File: config.mk
export PLATFORM = sky130hd
export DESIGN_NAME = interrupt_dispatch_ctrl
export DESIGN_NICKNAME = d
export VERILOG_FILES = /design/src/rtl/interrupt_dispatch_ctrl.sv
export SDC_FILE = /design/constraint.sdc
export NUM_CORES = 1
export LEC_CHECK = 0
export BUFFER_PORTS_ARGS = -buffer_cell sky130_fd_sc_hd__buf_2
export CORE_ASPECT_RATIO = 0.5
export CORE_MARGIN = 2
export CORE_UTILIZATION = 50
export DETAILED_ROUTE_END_ITERATION = 12
export PLACE_DENSITY = 0.76
export SLEW_MARGIN = 20
export SYNTH_ARGS = -nofsm -noshare
export SYNTH_HDL_FRONTEND = slang
export SYNTH_SLANG_ARGS = --single-unit
File: constraint.sdc
create_clock -name clk_i -period 3 [get_ports clk_i]
set_clock_uncertainty 0.2 [all_clocks]
set_input_delay 0.3 -clock clk_i [delete_from_list [all_inputs] [get_ports clk_i]]
set_output_delay 0.3 -clock clk_i [all_outputs]
set_load 0.03 [all_outputs]
File: src/rtl/interrupt_dispatch_ctrl.sv
// Per-core interrupt dispatcher: picks one pending line, runs a req/ack handshake with the core,
// pulses the buffer-clear bit of the acked line and withdraws stalled requests after TMO_CYC cycles.
module interrupt_dispatch_ctrl #(
    parameter int unsigned NUM_IRQ = 32,
    parameter int unsigned ID_W    = $clog2(NUM_IRQ),
    parameter int unsigned RR_EN   = 0,
    parameter int unsigned TMO_CYC = 256
) (
    input  logic               clk_i,
    input  logic               rst_i,
    input  logic               en_i,
    input  logic [NUM_IRQ-1:0] pending_i,
    output logic               irq_req_o,
    output logic [ID_W-1:0]    irq_id_o,
    input  logic               irq_ack_i,
    output logic [NUM_IRQ-1:0] buf_clear_o,
    output logic               timeout_o,
    output logic               busy_o
);

    localparam int unsigned     CNT_W    = $clog2(TMO_CYC + 1);
    localparam logic [CNT_W-1:0] CNT_LAST = CNT_W'(TMO_CYC - 1);
    localparam logic [ID_W-1:0]  ID_LAST  = ID_W'(NUM_IRQ - 1);

    typedef enum logic [1:0] {
        IDLE = 2'd0,
        REQ  = 2'd1,
        CLR  = 2'd2
    } state_e;

    state_e               state_q, state_d;
    logic [ID_W-1:0]      id_q, id_d;
    logic [ID_W-1:0]      ptr_q, ptr_d;
    logic [CNT_W-1:0]     cnt_q, cnt_d;
    logic                 req_q, req_d;
    logic [NUM_IRQ-1:0]   clr_q, clr_d;
    logic                 tmo_q, tmo_d;
    logic                 busy_q, busy_d;

    logic [ID_W-1:0]      search_base;
    logic [ID_W-1:0]      sel_id;
    logic                 sel_found;

    // Index 'off+1' positions after base, wrapping at NUM_IRQ.
    function automatic logic [ID_W-1:0] wrap_idx(input logic [ID_W-1:0] base, input int unsigned off);
        int unsigned j;
        j = 32'(base) + off + 32'd1;
        if (j >= NUM_IRQ) begin
            j = j - NUM_IRQ;
        end
        return ID_W'(j);
    endfunction

    // Fixed priority is a search that always starts at index 0.
    assign search_base = (RR_EN != 0) ? ptr_q : ID_LAST;

    always_comb begin : sel_proc
        sel_id    = '0;
        sel_found = 1'b0;
        for (int unsigned off = 0; off < NUM_IRQ; off++) begin
            if (!sel_found && pending_i[wrap_idx(search_base, off)]) begin
                sel_found = 1'b1;
                sel_id    = wrap_idx(search_base, off);
            end
        end
    end

    always_comb begin : next_proc
        state_d = state_q;
        id_d    = id_q;
        ptr_d   = ptr_q;
        cnt_d   = cnt_q;
        clr_d   = '0;
        tmo_d   = 1'b0;
        case (state_q)
            IDLE: begin
                if (en_i && sel_found) begin
                    state_d = REQ;
                    id_d    = sel_id;
                    cnt_d   = '0;
                end
            end
            REQ: begin
                // Ack beats both withdraw and timeout.
                if (irq_ack_i) begin
                    state_d = CLR;
                    clr_d   = NUM_IRQ'(1) << id_q;
                end else if (!pending_i[id_q]) begin
                    state_d = IDLE;
                end else if (cnt_q == CNT_LAST) begin
                    state_d = IDLE;
                    tmo_d   = 1'b1;
                end else begin
                    cnt_d = cnt_q + CNT_W'(1);
                end
            end
            CLR: begin
                state_d = IDLE;
                ptr_d   = id_q;
            end
            default: begin
                state_d = IDLE;
            end
        endcase
        req_d  = (state_d == REQ);
        busy_d = (state_d != IDLE);
    end

    always_ff @(posedge clk_i) begin : state_reg
        if (rst_i) begin
            state_q <= IDLE;
            id_q    <= '0;
            ptr_q   <= ID_LAST;
            cnt_q   <= '0;
            req_q   <= 1'b0;
            clr_q   <= '0;
            tmo_q   <= 1'b0;
            busy_q  <= 1'b0;
        end else begin
            state_q <= state_d;
            id_q    <= id_d;
            ptr_q   <= ptr_d;
            cnt_q   <= cnt_d;
            req_q   <= req_d;
            clr_q   <= clr_d;
            tmo_q   <= tmo_d;
            busy_q  <= busy_d;
        end
    end

    assign irq_req_o   = req_q;
    assign irq_id_o    = id_q;
    assign buf_clear_o = clr_q;
    assign timeout_o   = tmo_q;
    assign busy_o      = busy_q;

endmodule
==> results.ini <==
[status]
outcome = completed

[timing]
final.period_utilization_pct = 89.5
rsz0062_at_grt = false
setup_total_negative_slack_ns = 0
timing.final.hold_violations = 0
tightestPinTransition_ns = 0.428
finalSetupViolations = 0
achievable-frequency_mhz = 373
slew-limit-headroom_pct = 71.4
final.min_clock_period_ns = 2.68
report.final.slew_viol_count = 0

[critical_path]
critPathLaunchType = register
worstSetupPathType = register to register
critical_path.most_common_cell = ha_1
critical-path-max-stage-delay_ns = 0.66
crit_arrival_ns = 2.68
rr_startpoint = cnt_q[0]
crit_required_ns = 3.00
critical_path.startpoint = cnt_q[0]
cp_slowest_cell = or4b_2
end_kind = register
worstPathMaxFanout = 4
crit_path_cell_trace = ha_1 -> nand3_1 -> or2_2 -> nor2_1 -> ha_1 -> or4b_2 -> o21ai_1 -> nor2_2 -> a221o_1

[cts]
clockRootBuffer = clkbuf_8
post-cts-setup-buffer-count = 0
cts.reportedPaths.clkPinSlew_ns = 0.09
cts_hold_buf = 0
cts.path.max_buffers = 2
cts_tree = yes
insertion_delay_ns = 0.30
cts_made_buffers = 5
cts.sink_count = 51
clock_tree.htree_level_count = 2
total_of_cells_resized_after_clock_tree_synthesis = 0

[yosys]
synth-async-reset-ratio_pct = 0
netlist.top_cell.by_area = dfxtp_1
post_synth_inst_count = 265
yosysWarnings = 0
synth-edff-count = 0
post_synth_main_area_contributors = dfxtp_1 (45%), nor2_1 (11%), mux4_2 (5.9%), a21oi_1 (3.3%), nor3_1 (3.3%)
netlist_area_um2 = 2280
synthDominantCellAreaShare_pct = 44.7
post_syn_nets = 303
synth.ff_latch_count = 51
synthesis.area_per_instance_um2 = 8.62
synthMostInstantiatedCell = nor2_1
share_of_the_yosys_chip_area_belonging_to_registers_pct = 44.7
synth_common_cells = nor2_1 (65), dfxtp_1 (51), nand2_1 (19)
yosys.cell_types.count = 46
ys.flop_type = dfxtp_1

[power]
seqPwrFrac_pct = 54.1
p_sw_share_pct = 27.6
power_density_nw_per_um2 = 457
share_clk_of_total_power_pct = 30.6
cell_internal_pwr_mw = 0.936
total_switching_power_mw = 0.356
comb_power_share_pct = 15.3
static-leakage-power_nw = 1.27
peakVddDrop_mv = 0.253

[run]
cap_viol_max_count = 0

[global_route]
global_route.overflow_total = 0
first_global_vias = 1987
grt_start_max_net_pins = 18
globalRouteTotalUtil_pct = 21.2
antenna_found_initial = 0
grt_pass1_wl_um = 8740

[die]
fp-row-count = 17
floorplan.initialDensity_pct = 51.9
die_x_um = 99.6
die_height_um = 51.8
core-area_um2 = 4400
io_pins = 76
die_area_um2 = 5160

[final_layout]
design.final.nets = 381
fillCellCount = 390
layout_cells_sized_above_1_pct = 31.7
finish.instance_area_um2 = 2830
n_antenna_cell = 0
synthToLayoutAreaGrowth_pct = 23.8

[routing]
drt_wl_total_um = 5270
routedWlPerCell_um = 13.1
detail_route.vias_per_cell = 5.46
drtPass1Iterations = 4
ant_nets = 0
drc = 0
vias = 2188
drt_iter0_drcs = 94

[placement]
routability_cong = 0.916
portBuffers = 75
place.detailed.hpwl_um = 4210
detailed_place.area_um2 = 2730

[min_path]
hold_path_startpoint = irq_ack_i
worst_hold_path_type = primary input to register

-- worst max-delay path: cells and delay by family, from the launching register on --
kind                     cells  cell delay (ns)
flip-flops                   1             0.35
AO/OA/AOI/OAI                2             0.55
AND/OR/NAND/NOR              5             1.05
adder cells (fa/ha/maj)      2             0.42
-- cell type report --
class | instances | area, µm² | area share, %
Tap cell | 57 | 71.3 | 2.52
Multi-Input combinational cell | 191 | 1180 | 41.6
Clock inverter | 3 | 25.0 | 0.885
Inverter | 14 | 52.6 | 1.86
Sequential cell | 51 | 1020 | 36.1
Timing Repair Buffer | 80 | 413 | 14.6
Clock buffer | 5 | 68.8 | 2.43
-- cell usage in the layout, fill, tap and decap left out, drive strengths merged --
cell type and instances:
or4 4, nor4 4, o22ai 1, or2 3
a311o 1, nor3b 2, o21bai 3, clkbuf 5
a31oi 5, and3b 1, a221oi 1, nand2 19
nand3 7, dfxtp 51, a221o 2, and3 1
o21a 1, a22o 2, nor3 15, clkinvlp 1
o31ai 2, nor2 66, ha 2, a32oi 1
o32ai 2, nor2b 3, a21oi 15, and2 2
or3 3, clkinv 2, or4b 1, buf 80
o311ai 1, o21ai 5, inv 14, mux2 2
mux4 7, a211oi 4, nand2b 3
-- power by group through the flow --
stage	combinational, mW	clock [mW]	sequential (mW)
after floorplan	0.110	0	0.725
after global placement	0.189	0	0.715
after detailed placement	0.193	0	0.715
after CTS	0.194	0.402	0.699
after global routing	0.217	0.427	0.701
final	0.197	0.395	0.699
-- layer usage --
layer  global-route usage, %  vias to the layer above  routed length, µm
met4                    7.31                        0                 67
met1                    28.0                     1023               2430
met3                    4.17                       10                297
met2                    35.5                       66               2480
li1                        -                     1089                  -
met5                       0                        -                  0
-- logic make-up (layout without fill, tap and decap cells) --
| logic type | Yosys count | after routing | synth area share, % |
|---|---|---|---|
| and+or+nand+nor | 134 | 134 | 27.8 |
| DFF | 51 | 51 | 44.7 |
| AOI/OAI and AO/OA | 46 | 46 | 14.2 |
| buffers and inverters | 23 | 102 | 4.16 |
| muxes | 9 | 9 | 8.05 |
| adders and majority gates | 2 | 2 | 1.10 |
-- sequential cells by signal, indices dropped and copies added (netlist names) --
| register | flops |
|---|---|
| irq_id_o | 5 |
| cnt_q | 9 |
| timeout_o | 1 |
| irq_req_o | 1 |
| state_q | 2 |
| buf_clear_o | 32 |
| busy_o | 1 |
-- through the flow --
stage	util, %	hold WS [ns]	instances	power, mW	worst slack [ns]
2_1_floorplan	-	0.247	265	0.835	0.230
3_3_place_gp	61.9	0.266	393	0.904	0.229
3_5_place_dp	61.9	0.273	393	0.909	0.135
4_1_cts	64.1	0.107	401	1.30	0.206
5_1_grt	64.3	0.140	401	1.34	0.181
6_report	64.3	0.115	401	1.29	0.316
-- final timing paths --
kind	to	cells after the start	slack (ns)
max	cnt_q[7]	9	0.32
min	state_q[1]	3	0.11
max reg2reg	cnt_q[7]	9	0.32
min reg2reg	cnt_q[8]	1	0.29
(Power assumes the default switching activity.)
